==> config.mk <==
export PLATFORM = sky130hd
export DESIGN_NAME = contour_seed_finder_flat
export DESIGN_NICKNAME = d
export VERILOG_FILES = /design/src/rtl/contour_seed_finder_pkg.sv /design/src/rtl/contour_seed_finder_if.sv /design/src/rtl/contour_seed_finder_raster_addr_gen.sv /design/src/rtl/contour_seed_finder.sv /design/src/flat_wrapper.sv
export SDC_FILE = /design/constraint.sdc
export NUM_CORES = 1
export LEC_CHECK = 0
export ABC_AREA = 0
export CAP_MARGIN = 20
export CORE_ASPECT_RATIO = 0.9
export CORE_UTILIZATION = 52
export DETAILED_ROUTE_END_ITERATION = 10
export PLACE_DENSITY = 0.75
export SETUP_SLACK_MARGIN = 0.15
export SYNTH_ARGS = -nofsm -noshare
export SYNTH_HDL_FRONTEND = slang
export SYNTH_HIERARCHICAL = 1
export SYNTH_SLANG_ARGS = --single-unit
==> constraint.sdc <==
create_clock -name clk -period 7.6 [get_ports clk]
set_input_delay 1.14 -clock clk [delete_from_list [all_inputs] [get_ports clk]]
set_output_delay 1.14 -clock clk [all_outputs]
set_load 0.005 [all_outputs]
==> src/rtl/contour_seed_finder_pkg.sv <==
`default_nettype none
// +----------------------------------------------------------------------------+
// | contour_seed_finder_pkg                                                    |
// | Frame geometry, widths and shared types for the seed finder and tracer.    |
// | Revision: 1.0                                                              |
// +----------------------------------------------------------------------------+
package contour_seed_finder_pkg;

  localparam int H_PIXELS     = 640;
  localparam int V_PIXELS     = 480;
  localparam int FRAME_PIXELS = H_PIXELS * V_PIXELS;
  localparam int ADDR_W       = 19;
  localparam int X_W          = 10;
  localparam int Y_W          = 9;
  localparam int BIN_W        = 3;
  localparam int COUNT_W      = 12;
  localparam int RD_LATENCY   = 2;

  typedef enum logic [1:0] {
    IDLE  = 2'd0,
    SCAN  = 2'd1,
    DRAIN = 2'd2,
    DONE  = 2'd3
  } state_t;

  typedef struct packed {
    logic              valid;
    logic [X_W-1:0]    x;
    logic [Y_W-1:0]    y;
    logic [ADDR_W-1:0] addr;
    logic              interior;
  } tag_t;

  // The tracer probes +/-1 and +/-row without bounds checks, so border pixels never qualify.
  function automatic logic is_interior(input logic [X_W-1:0] x, input logic [Y_W-1:0] y,
                                       input int h, input int v);
    return (x != '0) && (x != X_W'(h - 1)) && (y != '0) && (y != Y_W'(v - 1));
  endfunction

endpackage
`default_nettype wire

==> src/rtl/contour_seed_finder_if.sv <==
`default_nettype none
// +----------------------------------------------------------------------------+
// | contour_seed_finder_if                                                     |
// | Control, BRAM read port and seed/result bundle of the seed finder.         |
// | Revision: 1.0                                                              |
// +----------------------------------------------------------------------------+
interface contour_seed_finder_if
  import contour_seed_finder_pkg::*;
#(
  parameter int COUNT_W = contour_seed_finder_pkg::COUNT_W
);
  logic               start;
  logic [ADDR_W-1:0]  addr;
  logic [BIN_W-1:0]   rd_data;
  logic               busy;
  logic               done;
  logic               found;
  logic               saturated;
  logic [X_W-1:0]     x_start;
  logic [Y_W-1:0]     y_start;
  logic [ADDR_W-1:0]  addr_start;
  logic [COUNT_W-1:0] num_pixels;

  modport master (
    input  start, rd_data,
    output addr, busy, done, found, saturated, x_start, y_start, addr_start, num_pixels
  );

  modport slave (
    output start, rd_data,
    input  addr, busy, done, found, saturated, x_start, y_start, addr_start, num_pixels
  );
endinterface
`default_nettype wire

==> src/rtl/contour_seed_finder_raster_addr_gen.sv <==
`default_nettype none
// +----------------------------------------------------------------------------+
// | raster_addr_gen                                                            |
// | Raster x/y/linear address counters with last-pixel and interior flags.     |
// | Revision: 1.0                                                              |
// +----------------------------------------------------------------------------+
module raster_addr_gen
  import contour_seed_finder_pkg::*;
#(
  parameter int H_PIXELS = contour_seed_finder_pkg::H_PIXELS,
  parameter int V_PIXELS = contour_seed_finder_pkg::V_PIXELS
) (
  input  logic              clk,
  input  logic              reset_n,
  input  logic              clear,
  input  logic              advance,
  output logic [X_W-1:0]    x,
  output logic [Y_W-1:0]    y,
  output logic [ADDR_W-1:0] addr,
  output logic              last,
  output logic              interior
);

  localparam logic [X_W-1:0]    c_x_last    = X_W'(H_PIXELS - 1);
  localparam logic [ADDR_W-1:0] c_addr_last = ADDR_W'(H_PIXELS * V_PIXELS - 1);

  logic [X_W-1:0]    r_x;
  logic [Y_W-1:0]    r_y;
  logic [ADDR_W-1:0] r_addr;

  // Linear address runs alongside x/y so no y*H multiply is needed.
  always_ff @(posedge clk or negedge reset_n) begin
    if (!reset_n) begin
      r_x    <= '0;
      r_y    <= '0;
      r_addr <= '0;
    end else if (clear) begin
      r_x    <= '0;
      r_y    <= '0;
      r_addr <= '0;
    end else if (advance) begin
      r_addr <= r_addr + 1'b1;
      if (r_x == c_x_last) begin
        r_x <= '0;
        r_y <= r_y + 1'b1;
      end else begin
        r_x <= r_x + 1'b1;
      end
    end
  end

  assign x        = r_x;
  assign y        = r_y;
  assign addr     = r_addr;
  assign last     = (r_addr == c_addr_last);
  assign interior = is_interior(r_x, r_y, H_PIXELS, V_PIXELS);

endmodule
`default_nettype wire

==> src/rtl/contour_seed_finder.sv <==
`default_nettype none
// +----------------------------------------------------------------------------+
// | contour_seed_finder                                                        |
// | Scans one frame, captures the first interior edge pixel, counts them all.  |
// | Revision: 1.0                                                              |
// +----------------------------------------------------------------------------+
module contour_seed_finder
  import contour_seed_finder_pkg::*;
#(
  parameter int H_PIXELS   = contour_seed_finder_pkg::H_PIXELS,
  parameter int V_PIXELS   = contour_seed_finder_pkg::V_PIXELS,
  parameter int RD_LATENCY = contour_seed_finder_pkg::RD_LATENCY,
  parameter int COUNT_W    = contour_seed_finder_pkg::COUNT_W
) (
  input  logic                  clk,
  input  logic                  reset_n,
  contour_seed_finder_if.master bus
);

  localparam logic [COUNT_W-1:0] c_count_max = {COUNT_W{1'b1}};

  state_t r_state;
  state_t w_state_nxt;

  logic              w_clear;
  logic              w_advance;
  logic              w_push;
  logic              w_pipe_busy;
  logic              w_hit;
  logic [X_W-1:0]    w_x;
  logic [Y_W-1:0]    w_y;
  logic [ADDR_W-1:0] w_addr;
  logic              w_last;
  logic              w_interior;

  tag_t w_tag_in;
  tag_t w_tail;
  tag_t r_tag [RD_LATENCY];

  logic               r_found;
  logic               r_saturated;
  logic [X_W-1:0]     r_x_start;
  logic [Y_W-1:0]     r_y_start;
  logic [ADDR_W-1:0]  r_addr_start;
  logic [COUNT_W-1:0] r_num_pixels;

  raster_addr_gen #(
    .H_PIXELS (H_PIXELS),
    .V_PIXELS (V_PIXELS)
  ) u_addr_gen (
    .clk      (clk),
    .reset_n  (reset_n),
    .clear    (w_clear),
    .advance  (w_advance),
    .x        (w_x),
    .y        (w_y),
    .addr     (w_addr),
    .last     (w_last),
    .interior (w_interior)
  );

  always_ff @(posedge clk or negedge reset_n) begin
    if (!reset_n) r_state <= IDLE;
    else          r_state <= w_state_nxt;
  end

  always_comb begin
    w_state_nxt = r_state;
    w_clear     = 1'b0;
    w_advance   = 1'b0;
    w_push      = 1'b0;
    case (r_state)
      IDLE, DONE: begin
        if (bus.start) begin
          w_state_nxt = SCAN;
          w_clear     = 1'b1;
        end
      end
      SCAN: begin
        // Counters freeze on the last pixel so addr holds the final address through DRAIN.
        w_push    = 1'b1;
        w_advance = !w_last;
        if (w_last) w_state_nxt = DRAIN;
      end
      DRAIN: begin
        if (!w_pipe_busy) w_state_nxt = DONE;
      end
      default: w_state_nxt = IDLE;
    endcase
  end

  always_comb begin
    w_tag_in          = '0;
    w_tag_in.valid    = w_push;
    w_tag_in.x        = w_x;
    w_tag_in.y        = w_y;
    w_tag_in.addr     = w_addr;
    w_tag_in.interior = w_interior;
  end

  // Tags travel alongside the BRAM read so the tail lines up with rd_data.
  always_ff @(posedge clk or negedge reset_n) begin
    if (!reset_n) begin
      for (int i = 0; i < RD_LATENCY; i++) r_tag[i] <= '0;
    end else begin
      r_tag[0] <= w_tag_in;
      for (int i = 1; i < RD_LATENCY; i++) r_tag[i] <= r_tag[i-1];
    end
  end

  always_comb begin
    w_pipe_busy = 1'b0;
    for (int i = 0; i < RD_LATENCY; i++) w_pipe_busy = w_pipe_busy | r_tag[i].valid;
  end

  assign w_tail = r_tag[RD_LATENCY-1];
  assign w_hit  = w_tail.valid && w_tail.interior && (bus.rd_data != '0);

  always_ff @(posedge clk or negedge reset_n) begin
    if (!reset_n) begin
      r_found      <= 1'b0;
      r_saturated  <= 1'b0;
      r_x_start    <= '0;
      r_y_start    <= '0;
      r_addr_start <= '0;
      r_num_pixels <= '0;
    end else if (w_clear) begin
      r_found      <= 1'b0;
      r_saturated  <= 1'b0;
      r_x_start    <= '0;
      r_y_start    <= '0;
      r_addr_start <= '0;
      r_num_pixels <= '0;
    end else if (w_hit) begin
      if (r_num_pixels == c_count_max) r_saturated  <= 1'b1;
      else                             r_num_pixels <= r_num_pixels + 1'b1;
      if (!r_found) begin
        r_found      <= 1'b1;
        r_x_start    <= w_tail.x;
        r_y_start    <= w_tail.y;
        r_addr_start <= w_tail.addr;
      end
    end
  end

  assign bus.addr       = w_addr;
  assign bus.busy       = (r_state == SCAN) || (r_state == DRAIN);
  assign bus.done       = (r_state == DONE);
  assign bus.found      = r_found;
  assign bus.saturated  = r_saturated;
  assign bus.x_start    = r_x_start;
  assign bus.y_start    = r_y_start;
  assign bus.addr_start = r_addr_start;
  assign bus.num_pixels = r_num_pixels;

endmodule
`default_nettype wire
==> src/flat_wrapper.sv <==
// flat-port wrapper written by rule: the top's interface ports become plain ports
module contour_seed_finder_flat import contour_seed_finder_pkg::*;
#(
  parameter int H_PIXELS   = contour_seed_finder_pkg::H_PIXELS,
  parameter int V_PIXELS   = contour_seed_finder_pkg::V_PIXELS,
  parameter int RD_LATENCY = contour_seed_finder_pkg::RD_LATENCY,
  parameter int COUNT_W    = contour_seed_finder_pkg::COUNT_W
)
  (clk, reset_n, bus_start, bus_rd_data, bus_addr, bus_busy, bus_done, bus_found, bus_saturated, bus_x_start, bus_y_start, bus_addr_start, bus_num_pixels);
  contour_seed_finder_if #(.COUNT_W(COUNT_W)) bus_i ();
  input  logic clk;
  input  logic reset_n;
  input wire logic [$bits(bus_i.start)-1:0] bus_start;
  input wire logic [$bits(bus_i.rd_data)-1:0] bus_rd_data;
  output wire logic [$bits(bus_i.addr)-1:0] bus_addr;
  output wire logic [$bits(bus_i.busy)-1:0] bus_busy;
  output wire logic [$bits(bus_i.done)-1:0] bus_done;
  output wire logic [$bits(bus_i.found)-1:0] bus_found;
  output wire logic [$bits(bus_i.saturated)-1:0] bus_saturated;
  output wire logic [$bits(bus_i.x_start)-1:0] bus_x_start;
  output wire logic [$bits(bus_i.y_start)-1:0] bus_y_start;
  output wire logic [$bits(bus_i.addr_start)-1:0] bus_addr_start;
  output wire logic [$bits(bus_i.num_pixels)-1:0] bus_num_pixels;
  assign bus_i.start = bus_start;
  assign bus_i.rd_data = bus_rd_data;
  assign bus_addr = bus_i.addr;
  assign bus_busy = bus_i.busy;
  assign bus_done = bus_i.done;
  assign bus_found = bus_i.found;
  assign bus_saturated = bus_i.saturated;
  assign bus_x_start = bus_i.x_start;
  assign bus_y_start = bus_i.y_start;
  assign bus_addr_start = bus_i.addr_start;
  assign bus_num_pixels = bus_i.num_pixels;
  contour_seed_finder #(.H_PIXELS(H_PIXELS), .V_PIXELS(V_PIXELS), .RD_LATENCY(RD_LATENCY), .COUNT_W(COUNT_W)) u_core (.clk(clk), .reset_n(reset_n), .bus(bus_i));
endmodule
# Word-level counts from Yosys, hierarchy flattened
# Index checks and enable logic that the tools add are counted.
[totals]
ff_bits = 172
inputBits = 6
out_inout_bits = 73
[classes]
n_addsub = 4
eq_ne = 13
n_mux = 33
n_bitwise = 1
reduce_logical = 21
[ops]
columns = ["operator", "n"]
rows = [
  ["$mux 19", 5],
  ["$mux 10", 6],
  ["$mux 9", 6],
  ["$mux 12", 3],
  ["$add 19x1->19 const B", 1],
  ["$eq 19x19->1 const B", 1],
  ["$add 12x1->12 const B", 1],
  ["$eq 12x12->1 const B", 1],
  ["$add 10x1->10 const B", 1],
  ["$eq 10x10->1 const B", 1],
  ["$ne 10x10->1 const B", 1],
  ["$reduce_bool 10->1", 1],
  ["$add 9x1->9 const B", 1],
  ["$mux 1", 9],
  ["$ne 9x9->1 const B", 1],
  ["$reduce_bool 9->1", 1],
  ["$ne 2x2->1 const B", 4],
  ["$reduce_and 2->1", 4],
  ["$reduce_bool 2->1", 4],
  ["$mux 2", 3],
  ["$pmux 2 s3", 1],
  ["$logic_and 1x1->1", 5],
  ["$eq 2x2->1 const B", 2],
  ["$reduce_and 3->1", 1],
  ["8 further kinds", 8],
]

# Depth between registers and ports, before layout
[logic_depth]
depth_word = 5
mapped_depth = 11

# Modules after synthesis
# The synthesis kept the hierarchy.
[by_module_without_submodules]
columns = ["mod", "instances", "cells_each", "area_each_um2"]
rows = [
  ["contour_seed_finder", 1, 263, 4254.1],
  ["raster_addr_gen", 1, 221, 2098.3],
]

# Worst setup path before layout
# Ideal clock, no wire load.
[synth_path]
path_kind = "input to register"
startpoint = "input bus_start"
endpoint = "register u_core.u_addr_gen.r_x[8], in the netlist u_core/u_addr_gen/x[8]"
arrival_ns = 2.864
path_slack_ns = 4.650
path_stages = 8
cell_sequence = "nand2_1 inv_1 clkbuf_1 clkbuf_1 o211a_1 or3b_2 xor2_1 nor3_1"
[synth_via]
elab_chain_len = 3
word_cells_on_any_way = 4
classes_between = "mux (3); reduce/logical (1)"
[synth_rtl]
columns = ["item", "line", "rtl"]
rows = [
  ["start: declaration", "flat_wrapper.sv:13", "input wire logic [$bits(bus_i.start)-1:0] bus_start;"],
  ["$mux 1 *", "contour_seed_finder.sv:74", "if (bus.start) begin"],
  ["$mux 1 *", "contour_seed_finder.sv:72", "case (r_state)"],
  ["net u_core.w_clear", "contour_seed_finder.sv:25", "logic w_clear;"],
  ["$mux 10 or $reduce_bool 2->1 (tied branches)", "--", ""],
  ["end signal: assignment", "contour_seed_finder_raster_addr_gen.sv:47", "r_x <= r_x + 1'b1;"],
  ["end: declaration", "contour_seed_finder_raster_addr_gen.sv:27", "logic [X_W-1:0] r_x;"],
]
# The timed path passes the listed nets; every way through them passes the cells marked *.
# A chain may end at the register's enable or synchronous reset.

# Worst setup path in the final report
[layout_path]
startpoint = "register u_core.u_addr_gen.r_addr[5], in the netlist u_core/u_addr_gen/addr[5]"
endpoint = "register u_core.u_addr_gen.r_y[8], in the netlist u_core/u_addr_gen/y[8]"
[layout_via]
elab_chain_len = 5
[layout_rtl]
columns = ["item", "line", "rtl"]
rows = [
  ["start: declaration", "contour_seed_finder_raster_addr_gen.sv:29", "logic [ADDR_W-1:0] r_addr;"],
  ["start signal: assignment", "contour_seed_finder_raster_addr_gen.sv:42", "r_addr <= r_addr + 1'b1;"],
  ["$eq 19x19->1", "contour_seed_finder_raster_addr_gen.sv:55", "assign last = (r_addr == c_addr_last);"],
  ["net u_core.w_last", "contour_seed_finder.sv:33", "logic w_last;"],
  ["$logic_not 1->1", "contour_seed_finder.sv:82", "w_advance = !w_last;"],
  ["$mux 1", "contour_seed_finder.sv:72", ""],
  ["net u_core.w_advance", "contour_seed_finder.sv:26", "logic w_advance;"],
  ["$reduce_bool 2->1 (no line)", "--", ""],
  ["$reduce_and 2->1 (no line)", "--", ""],
  ["end signal: assignment", "contour_seed_finder_raster_addr_gen.sv:45", "r_y <= r_y + 1'b1;"],
  ["end: declaration", "contour_seed_finder_raster_addr_gen.sv:28", "logic [Y_W-1:0] r_y;"],
]
# The timed path passes the listed nets, and every way through them passes these cells.

==> impl_metrics.toml <==
[routing]
met3_length_microns = 807
drtIter0Drc = 305
drc = 0
vias = 4188
totalWireLength_mm = 12.4
wl_met2_mm = 5.78
drtAntennaViolNets = 0
top_layer_used = "met4"
wl_met1_mm = 5.58
viasPerCell = 5.69
avgRoutedWirePerCell_microns = 16.8
first_pass_iters = 5

[timing]
fmax_ghz = 0.316
rsz0062_at_grt = "no"
setup-violations-final = 0
slew_headroom = 0.413
clock_skew_ns = 0.00729
finalHoldViolations = 0
worstMarginPinSlew_ns = 0.880
whs_ns = 0.346
fin_crit_sh = 0.417
maxSlewViolCount = 0
layout_min_cycle_time_ns = 3.17
setup_tns_ns = 0

[placed_design]
io_buffer_count = 78
globalplace.congestion = 0.857
dp_hpwl_mm = 7.66
place_area_sq_um = 7290

[clock_network]
cts_resized = 0
cts_setup_buffers = 0
cts-hold-fix-buffers = 0
cts_buffer_depth = 2
worstSkewPairLatency_ns = 0.43
htreeDepth = 4
cts_num_sinks = 172
path_clk_slew_ns = 0.06
cts_tree = "done"
ctsRootBufferMaster = "clkbuf_16"
cts_made_buffers = 17

[pwr]
power.density_nw_per_um2 = 226
p_leak_nw = 3.46
peakVddDrop_mv = 0.152
power_mw = 1.78

[yosys]
ys_seq_area_frac = 0.678
ys_seq_elements = 172
synthCells = 484
synthMostInstantiatedCell = "dfrtp_1"
yosys-top-cells-count = "dfrtp_1 (172), a22o_1 (39), nor2_1 (33)"
netlist_area_sq_um = 6350
yosysTopAreaCell = "dfrtp_1"
synth_edf_count = 0
async_flop_share = 1.00
synth.area.top_cells = "dfrtp_1 (68%), a22o_1 (5.4%), nor2_1 (1.9%)"
avgSynthCellArea_sq_um = 13.1
syn_nets = 499
synth_top_area_frac = 0.678
dominantRegCellSynth = "dfrtp_1"
ys_types = 54
yosysWarnings = 6

[critical_path]
cp-end-kind = "register"
cp-start-kind = "register"
required_ns = 7.91
critPathMaxFanout = 12
setup.worst_path.class = "register to register"
cp.arrival_ns = 3.48

[global_route]
grt_pass1_vias = 4181
grt_max_degree = 99
grt_pass1_wl_mm = 21.1
grt-ovfl-total = 0
antenna_found_initial = 0
grt.total_usage = 0.220

[die]
die_h_microns = 107
core-area_sq_um = 11700
dieArea_sq_um = 12700
start_util = 0.545
die_width_microns = 119
rows = 37
io_pins = 79

[finish]
antenna_cells = 0
final_nets = 582
drive_gt1_frac = 0.102
stdcell_area_sq_um = 7880
utilization = 0.675
area_delta_synth_final_pct = 24.0

[worst_hold_path]
hold_path_class = "register to register"

[job]
cap_violations = 0

[run_status]
status = "finished clean"
[flip-flops by register name (all words and copies together) (netlist names)]
register / cells
u_core/bus.y_start: 9
u_core/r_state: 2
u_core/r_tag: 80
u_core/bus.found: 1
u_core/u_addr_gen/y: 9
u_core/bus.num_pixels: 12
u_core/bus.saturated: 1
u_core/bus.addr_start: 19
u_core/u_addr_gen/x: 10
u_core/bus.x_start: 10
u_core/u_addr_gen/addr: 19
[final cells by class]
type | count | area, sq um
flip-flops and latches | 172 | 4300
fillers | 858 | 3790
multi-input cells | 275 | 1900
repair buffers | 85 | 835
clock buffers | 20 | 447
well taps | 156 | 195
clock inverters | 12 | 134
inverters | 16 | 60.1
[kinds of logic (layout without fill, tap and decap cells)]
group	after synthesis	after routing	synth area share
adder cells (fa/ha/maj)	9	9	0.0177
flip-flops	172	172	0.678
AND/OR/NAND/NOR	148	148	0.131
XOR/XNOR	22	22	0.0303
AO/OA/AOI/OAI	90	90	0.109
multiplexers	6	6	0.0100
buffers and inverters	37	133	0.0244
[metal layers]
layer	global-route usage	vias up
met5	0	-
met4	0.0877	0
met3	0.0734	22
met2	0.331	145
met1	0.298	2105
li1	-	1916
[metrics by stage]
step                worst slack, ns  cells
floorplan                      4.65    484
CTS                            4.47    736
detailed placement             4.05    704
global placement               4.12    704
finish                         4.43    736
global route                   4.18    736
[critical path: stages, from the launching register on]
cell	delay, ns
dfrtp_1	0.47
nand4_2	0.18
or2_1	0.33
nor3_1	0.13
nor2b_1	0.59
buf_4	0.29
nand2_1	0.09
nor3_1	0.27
buf_4	0.27
nand4_1	0.14
mux2_2	0.29
[report_power, final]
| group | internal (mW) | leakage, nW | switching [mW] |
|---|---|---|---|
| Sequential | 0.916 | 2.15 | 0 |
| Clock | 0.496 | 0.287 | 0.351 |
| Combinational | 0.00265 | 1.03 | 0.0171 |
| Total | 1.41 | 3.46 | 0.368 |
[final timing paths]
check                                                      startpoint                                  to  slack [ns]  depth (start not counted)
worst max-delay path            u_core/u_addr_gen/addr[5]$_DFFE_PN0P_  u_core/u_addr_gen/y[8]$_DFFE_PN0P_        4.43                         10
worst min-delay path                       u_core/r_tag[43]$_DFF_PN0_           u_core/r_tag[3]$_DFF_PN0_        0.35                          0
worst max register to register  u_core/u_addr_gen/addr[5]$_DFFE_PN0P_  u_core/u_addr_gen/y[8]$_DFFE_PN0P_        4.43                         10
worst min register to register             u_core/r_tag[43]$_DFF_PN0_           u_core/r_tag[3]$_DFF_PN0_        0.35                          0
max in group asynchronous                                     reset_n  u_core/u_addr_gen/x[7]$_DFFE_PN0P_        5.39                          2
min in group asynchronous                                     reset_n   u_core/bus.x_start[6]$_DFFE_PN0P_        0.80                          1
[cells in the final DEF, fill, tap and decap left out, drive strengths merged, types with 8 or more instances in the layout]
cell type / Yosys / final
a22o: 39 / 39
buf: 9 / 8
nor3: 14 / 14
inv: 16 / 20
xnor2: 10 / 10
a21oi: 17 / 17
dfrtp: 172 / 172
ha: 9 / 9
or3: 8 / 8
nor2: 33 / 33
clkbuf: 12 / 20
nand4: 15 / 15
nand3: 16 / 16
xor2: 12 / 12
nor4: 10 / 10
o21ai: 8 / 8
nand2: 19 / 19
clkdlybuf4s50: 0 / 77
(Power assumes the default switching activity.)
